### src/rtl/pwm_pkg.sv
// Shared types and defaults for the PWM duty generator.
// Debouncer state encoding and a width helper.
package pwm_pkg;

  typedef enum logic [1:0] {
    IDLE          = 2'b00,
    CHECK_PRESS   = 2'b01,
    PRESSED       = 2'b10,
    CHECK_RELEASE = 2'b11
  } deb_state_t;

  localparam int PWM_BITS_D   = 8;
  localparam int STEP_D       = 16;
  localparam int DEB_CYCLES_D = 500000;

  function automatic int clog2(input int v);
    int r;
    r = 0;
    for (int i = 0; i < 31; i++)
      if ((1 << i) < v) r = i + 1;
    return r;
  endfunction

endpackage

### src/rtl/debounce_pulse.sv
// Button synchronizer and debouncer.
// Emits a one-cycle registered pulse per accepted press.
module debounce_pulse
  import pwm_pkg::*;
#(
  parameter int DEB_CYCLES = DEB_CYCLES_D
) (
  input  logic CLK,
  input  logic RST_N,
  input  logic BTN,
  output logic PULSE
);

  localparam int CW =
    (clog2(DEB_CYCLES) < 1) ? 1 : clog2(DEB_CYCLES);
  localparam logic [CW-1:0] LAST = CW'(DEB_CYCLES - 1);

  logic [1:0]  sync_q;
  logic        sync;
  deb_state_t  state, state_n;
  logic [CW-1:0] cnt, cnt_n;
  logic        pulse_n;

  assign sync = sync_q[1];

  always_ff @(posedge CLK or negedge RST_N) begin
    if (!RST_N) begin
      sync_q <= '0;
      state  <= IDLE;
      cnt    <= '0;
      PULSE  <= 1'b0;
    end else begin
      sync_q <= {sync_q[0], BTN};
      state  <= state_n;
      cnt    <= cnt_n;
      PULSE  <= pulse_n;
    end
  end

  always_comb begin
    state_n = state;
    cnt_n   = cnt;
    pulse_n = 1'b0;
    unique case (state)
      IDLE: begin
        if (sync) begin
          state_n = CHECK_PRESS;
          cnt_n   = '0;
        end
      end
      CHECK_PRESS: begin
        if (!sync) begin
          state_n = IDLE;
        end else if (cnt == LAST) begin
          state_n = PRESSED;
          pulse_n = 1'b1;
        end else begin
          cnt_n = cnt + 1'b1;
        end
      end
      PRESSED: begin
        if (!sync) begin
          state_n = CHECK_RELEASE;
          cnt_n   = '0;
        end
      end
      CHECK_RELEASE: begin
        if (sync) begin
          state_n = PRESSED;
        end else if (cnt == LAST) begin
          state_n = IDLE;
        end else begin
          cnt_n = cnt + 1'b1;
        end
      end
    endcase
  end

endmodule

### src/rtl/pwm_duty_gen.sv
// PWM generator with button-controlled duty cycle.
// Duty requests are applied only at period boundaries.
module pwm_duty_gen
  import pwm_pkg::*;
#(
  parameter int PWM_BITS   = PWM_BITS_D,
  parameter int PRESC      = 196,
  parameter int DEB_CYCLES = DEB_CYCLES_D,
  parameter int STEP       = STEP_D,
  parameter int DUTY_INIT  = 128
) (
  input  logic                CLK,
  input  logic                RST_N,
  input  logic                BTN_UP,
  input  logic                BTN_DOWN,
  output logic                FREC,
  output logic [PWM_BITS-1:0] DUTY,
  output logic                LIMIT
);

  localparam int PW =
    (clog2(PRESC) < 1) ? 1 : clog2(PRESC);
  localparam logic [PW-1:0] PLAST = PW'(PRESC - 1);
  localparam logic [PWM_BITS-1:0] DMAX = '1;
  localparam logic [PWM_BITS:0] WMAX = {1'b0, DMAX};
  localparam logic [PWM_BITS:0] WSTEP =
    (PWM_BITS + 1)'(STEP);
  localparam logic [PWM_BITS-1:0] DINIT =
    PWM_BITS'(DUTY_INIT);

  logic [PW-1:0]       presc;
  logic                tick;
  logic                boundary;
  logic [PWM_BITS-1:0] pwm_cnt;
  logic [PWM_BITS-1:0] duty_req;
  logic [PWM_BITS-1:0] duty_act;
  logic [PWM_BITS-1:0] req_n;
  logic [PWM_BITS:0]   sum;
  logic [PWM_BITS:0]   diff;
  logic                up;
  logic                down;

  debounce_pulse #(.DEB_CYCLES(DEB_CYCLES)) u_up (
    .CLK  (CLK),
    .RST_N(RST_N),
    .BTN  (BTN_UP),
    .PULSE(up)
  );

  debounce_pulse #(.DEB_CYCLES(DEB_CYCLES)) u_down (
    .CLK  (CLK),
    .RST_N(RST_N),
    .BTN  (BTN_DOWN),
    .PULSE(down)
  );

  assign tick     = (presc == PLAST);
  assign boundary = tick && (pwm_cnt == DMAX);
  assign sum      = {1'b0, duty_req} + WSTEP;
  assign diff     = {1'b0, duty_req} - WSTEP;

  // Extra bit catches overflow and underflow before saturating.
  always_comb begin
    req_n = duty_req;
    unique case (1'b1)
      up && !down:
        req_n = (sum > WMAX) ? DMAX : sum[PWM_BITS-1:0];
      down && !up:
        req_n = ({1'b0, duty_req} < WSTEP) ?
          '0 : diff[PWM_BITS-1:0];
      default: ;
    endcase
  end

  always_ff @(posedge CLK or negedge RST_N) begin
    if (!RST_N) begin
      presc    <= '0;
      pwm_cnt  <= '0;
      FREC     <= 1'b0;
      duty_req <= DINIT;
      duty_act <= DINIT;
    end else begin
      presc    <= tick ? '0 : presc + 1'b1;
      if (tick) pwm_cnt <= pwm_cnt + 1'b1;
      if (boundary) duty_act <= duty_req;
      duty_req <= req_n;
      FREC     <= (pwm_cnt < duty_act);
    end
  end

  assign DUTY  = duty_act;
  assign LIMIT = (duty_req == '0) || (duty_req == DMAX);

endmodule
### config.mk
export PLATFORM = sky130hd
export DESIGN_NAME = pwm_duty_gen
export DESIGN_NICKNAME = d
export VERILOG_FILES = /design/src/rtl/pwm_pkg.sv /design/src/rtl/debounce_pulse.sv /design/src/rtl/pwm_duty_gen.sv
export SDC_FILE = /design/constraint.sdc
export NUM_CORES = 1
export LEC_CHECK = 0
export CORE_UTILIZATION = 61
export DETAILED_ROUTE_END_ITERATION = 8
export PLACE_DENSITY = 0.79
export SYNTH_ARGS = -nofsm -noshare
export SYNTH_HDL_FRONTEND = slang
export SYNTH_SLANG_ARGS = --single-unit
### constraint.sdc
create_clock -name CLK -period 2.3 [get_ports CLK]
set_input_delay 0.23 -clock CLK [delete_from_list [all_inputs] [get_ports CLK]]
set_output_delay 0.23 -clock CLK [all_outputs]
set_load 0.01 [all_outputs]
# == Yosys cells after proc, flatten, opt, wreduce, memory -nomap -nowiden ==
# Index checks and enable logic that the tools add are counted.
# classes
n_reduce_logical,14
magnitude_cmp,3
addsub,6
n_mux,36
eq_ne,23
# ops
cell,count
19-bit 2-to-1 mux,10
19-bit case mux with 4 select lines,2
19-bit by 1-bit adder with 19-bit output (second input constant),2
19-bit == test (second input constant),2
8-bit == test (second input constant),3
2-bit 2-to-1 mux,12
8-bit 2-to-1 mux,3
8-bit by 1-bit adder with 8-bit output (second input constant),2
2-bit case mux with 4 select lines,2
8-bit case mux with 2 select lines,1
4-bit AND reduction,4
8-bit by 5-bit adder with 9-bit output (second input constant),1
9-bit by 8-bit greater-than comparator with 1-bit output (second input constant),1
2-bit == test (second input constant),4
8-bit zero test,1
8-bit by 5-bit < comparator with 1-bit output (second input constant),1
8-bit < comparator,1
2-bit by 1-bit inequality test with 1-bit output (second input constant),4
2-bit inequality test (second input constant),4
8-bit by 5-bit subtractor with 8-bit output (second input constant),1
1-bit 2-to-1 mux,6
3-bit by 1-bit inequality test with 1-bit output (second input constant),2
3-bit inequality test (second input constant),2
2-bit by 1-bit == test with 1-bit output (second input constant),2
5 further kinds,9
# word_totals
regBits,81
output_inout_bits,10
elab_cells,95
in_bits,4

# == Depth between registers and ports, before layout ==
# logic_depth
ltp_word,4
depth_mapped,8
depth_no_buf,7

# == By module ==
# A second synthesis with hierarchy kept.
# hier_totals
hier_cells,429
hier_area_um2,4295.4
# by_module_without_submodules
mod,seq_area_each_um2,area_per_inst_um2,cells_per_inst,n_inst
pwm_duty_gen,678.2,1582.8,153,1
debounce_pulse (u_down),600.6,1410.1,144,1
debounce_pulse (u_up),600.6,1302.5,132,1

# == Worst setup path after synthesis ==
# No wires, ideal clock.
# synth_timing
kind,reg2reg
start,register u_down.cnt[0]
end,register u_down.cnt[2]
path_buffers,1
path_slack_ps,324
stages_incl_launch_ff,8
t_arrival_ps,1850
setup_time_ps,126
t_required_ps,2174
synth_period_minus_slack_ps,1976
path_cell_list,dfrtp_1 > ha_1 > nand4_1 > or4_4 > o211a_1 > clkbuf_8 > a21oi_1 > mux2i_1
# synth_between
elab_chain_cells,4
word_cells_on_any_way,6
cone_classes,add/sub: 1; eq/ne: 1; mux: 4
# synth_lines
item,line_no,source
start: declaration,debounce_pulse.sv:21,"logic [CW-1:0] cnt, cnt_n;"
start signal: assignment,debounce_pulse.sv:35,cnt <= cnt_n;
19-bit by 1-bit adder with 19-bit output / 19-bit == test (equally long branches),n/a,
19-bit 2-to-1 mux *,"debounce_pulse.sv:54, debounce_pulse.sv:70",
"19-bit 2-to-1 mux, on equally long branches","debounce_pulse.sv:68, debounce_pulse.sv:52",
19-bit case mux with 4 select lines *,debounce_pulse.sv:44,unique case (state)
# Every way passes the cells marked *; elsewhere a longest branch is shown, timed or not. The select of a mux whose other input is x is not followed.
# A chain may end at the register's enable or synchronous reset.

# == Worst setup path after layout ==
# layout_timing
start,register u_down.cnt[1]
end,register u_down.cnt[2]
# The elaborated chain is that of the path after synthesis.

==> flow_metrics.tcl <==
set metrics [dict create \
    die_height_um 83.9 \
    routabilityCongestion 0.789 \
    seq_area_frac_synth 0.459 \
    ys.flop_type "dfrtp_1" \
    insertion_delay_ns 0.36 \
    holdWs_ns 0.308 \
    route.antenna.remaining_nets 0 \
    wirelength_um 8110 \
    cts.clk_slew.worst_paths_ns 0.07 \
    diodes 0 \
    async_reset_ff_frac 1.00 \
    rows 29 \
    critPathKind "flop to flop" \
    rrSetupSlack_ns 0.19 \
    synth_edf_count 0 \
    yosys_register_bits 75 \
    cp-end-kind "flop" \
    fin_crit_sh 0.919 \
    vias 3276 \
    relSlewSlack 0.542 \
    required_ns 2.54 \
    fin_crit_ns 2.11 \
    root_buffer "clkbuf_8" \
    rsz0062_at_grt "no" \
    groute.usage.overall 0.252 \
    reg2reg_depth 7 \
    cp-start-kind "flop" \
    holdPathStages 1 \
    cts_tree "done" \
    outcome "finished with violations" \
    final_area_um2 4600 \
    setup_tns_ns 0 \
    drt_iter0_markers 195 \
    vias_per_cell 6.16 \
    grt_first_pass_wirelength_um 14300 \
    timing.fmax_ghz 0.473 \
    total_power_mw 2.52 \
    placed_area_um2 4350 \
    hold_path_class "primary input to flop" \
    drc 8 \
    finalMaxSlewViolations 0 \
    die_w_um 83.9 \
    tightest_slew_ns 0.686 \
    cts_buffers 9 \
    drive_above_1_share 0.138 \
    clock_sinks 75 \
    hold_start "BTN_DOWN" \
    peakVddDrop_uv 397 \
    core_area_um2 6420 \
    htreeDepth 3 \
    portBuffers 13 \
    setup_viol 0 \
    dieArea_um2 7040 \
    pin_count 14 \
    ys_warn_count 0 \
    hold_viol_final 0 \
    avgSynthCellArea_um2 9.67 \
    startpoint "u_down.cnt[1]" \
    clockBufferDepth 2 \
    firstDrtPassIters 7 \
    r2r-end "u_down.cnt[2]" \
    antenna_found_initial 0 \
    grt_pass1_vias 3153 \
    grt_overflow_total 0 \
    power-per-cell-area_nw_per_um2 549 \
    cp_max_fo 16 \
    violations "DRC" \
    synth.net_count 443 \
    synth_cell_types 53 \
    hpwl_um 5620 \
    wl_per_cell_um 15.2 \
    fin_skew_ns 0.00699 \
    maxCapViolCount 0 \
    syn-instance-count 423 \
    hold_path_end "u_down.sync_q[0]" \
    area_growth_syn_to_layout_pct 12.4 \
    synth_area_um2 4090 \
    post-route-util 0.716 \
    initial_utilization 0.637 \
    grt_max_degree 43 \
    worstReg2RegStart "u_down.cnt[1]" \
    fin_nets 470 \
    crit_arrival_ns 2.35 \
    p_leak_nw 1.93 \
]
[synthesized netlist by cell type, drive strengths merged, types with 3 or more instances]
cell     n  area share
nand2b   7       0.011
nor3     4      0.0049
nor4b    4       0.010
buf      9       0.016
a21oi   20       0.025
o211ai   3      0.0055
mux2     8       0.022
or3      7       0.011
nor4     6      0.0092
ha      16       0.049
a31o     3      0.0064
xnor2   12       0.026
xor2     6       0.013
a41oi    4      0.0086
inv     21       0.019
and3    12       0.019
o311ai   6       0.013
a31oi   17       0.026
nor2    16       0.015
nand2   48       0.044
nand3   37       0.045
and2     3      0.0046
o21ai   23       0.028
dfrtp   73        0.45
nand4   11       0.017
mux2i    7       0.017
a22o     3      0.0067
nor4bb   3      0.0073
clkbuf  10       0.012
and4     6       0.013
[layout make-up]
type	instances	area (µm²)
Clock buffer	10	138
Clock inverter	6	63.8
Fill cell	475	1820
Inverter	21	78.8
Multi-Input combinational cell	308	2050
Sequential cell	75	1880
Tap cell	77	96.3
Timing Repair Buffer	35	295
[timing repair]
action,CTS,global route
endpoints found under the hold margin,39,0
hold buffers,1,0
endpoints found under the setup margin,0,27
gates resized for setup,0,4
setup buffers,0,2
[critical path, cell delays in order, from the launching register on]
cell and delay [ns]:
dfrtp_1 0.42, ha_4 0.18, nand4_1 0.14, or4_4 0.58, o211a_1 0.25, buf_4 0.20, a21oi_1 0.16, mux2i_1 0.09
[metrics by stage]
stage | setup slack, ns | cells
2_1_floorplan | 0.324 | 423
3_3_place_gp | 0.152 | 513
3_5_place_dp | 0.0911 | 513
4_1_cts | 0.0711 | 530
5_1_grt | 0.0408 | 532
6_report | 0.186 | 532
[layout by cell type (no fill, tap or decap), types with 7 or more instances in the layout]
cell             synthesis  layout
ha_1                    16      15
mux2_2                   8       8
nand3_1                 37      37
clkdlybuf4s50_1          0      12
nand4_1                 11      11
inv_1                   21      21
clkbuf_8                 1      10
nand2b_1                 7       7
or3_1                    7       7
a31oi_1                 17      17
xnor2_1                 12      12
mux2i_1                  7       7
and3_1                  11      11
dfrtp_1                 73      73
o21ai_0                 23      23
nand2_1                 48      48
a21oi_1                 19      18
nor2_1                  16      16
buf_4                    3      22
[per-layer routing]
| layer | routed length [µm] | track usage | vias to the layer above |
|---|---|---|---|
| li1 | - | - | 1605 |
| met1 | 3810 | 0.339 | 1594 |
| met2 | 3890 | 0.400 | 65 |
| met3 | 271 | 0.0475 | 12 |
| met4 | 138 | 0.108 | 0 |
| met5 | 0 | 0 | - |
[power by group]
group | switching (mW) | internal [mW] | total (mW)
Combinational | 0.0826 | 0.0527 | 0.135
Sequential | 0.0174 | 1.33 | 1.35
Clock | 0.507 | 0.530 | 1.04
Total | 0.606 | 1.92 | 2.52
[logic make-up after synthesis]
family,synth area share
AND/OR/NAND/NOR,0.223
AO/OA/AOI/OAI,0.143
flip-flops,0.459
buffers and inverters,0.0474
XOR/XNOR,0.0385
adder cells (fa/ha/maj),0.0489
multiplexers,0.0392
[sequential cells by signal (all words and copies together) (netlist names), named ones only]
signal and count:
u_down.PULSE 1, u_down.sync_q 2, pwm_cnt 8, FREC 1, duty_req 5, u_down.cnt 19, u_down.state 1, presc 8
u_up.cnt 19, u_up.PULSE 1, DUTY 5, u_up.state 1, u_up.sync_q 2
[how the worst max path moves through the flow]
| stage | to | slack (ns) | cells after the start |
|---|---|---|---|
| after floorplan | u_down.cnt[2] | 0.32 | 7 |
| after global placement | u_up.cnt[12] | 0.15 | 5 |
| after detailed placement | u_up.cnt[12] | 0.09 | 5 |
| after CTS | u_up.cnt[12] | 0.07 | 5 |
| after global routing | u_down.cnt[9] | 0.04 | 7 |
| final | u_down.cnt[2] | 0.19 | 7 |
(Power assumes the default switching activity.)
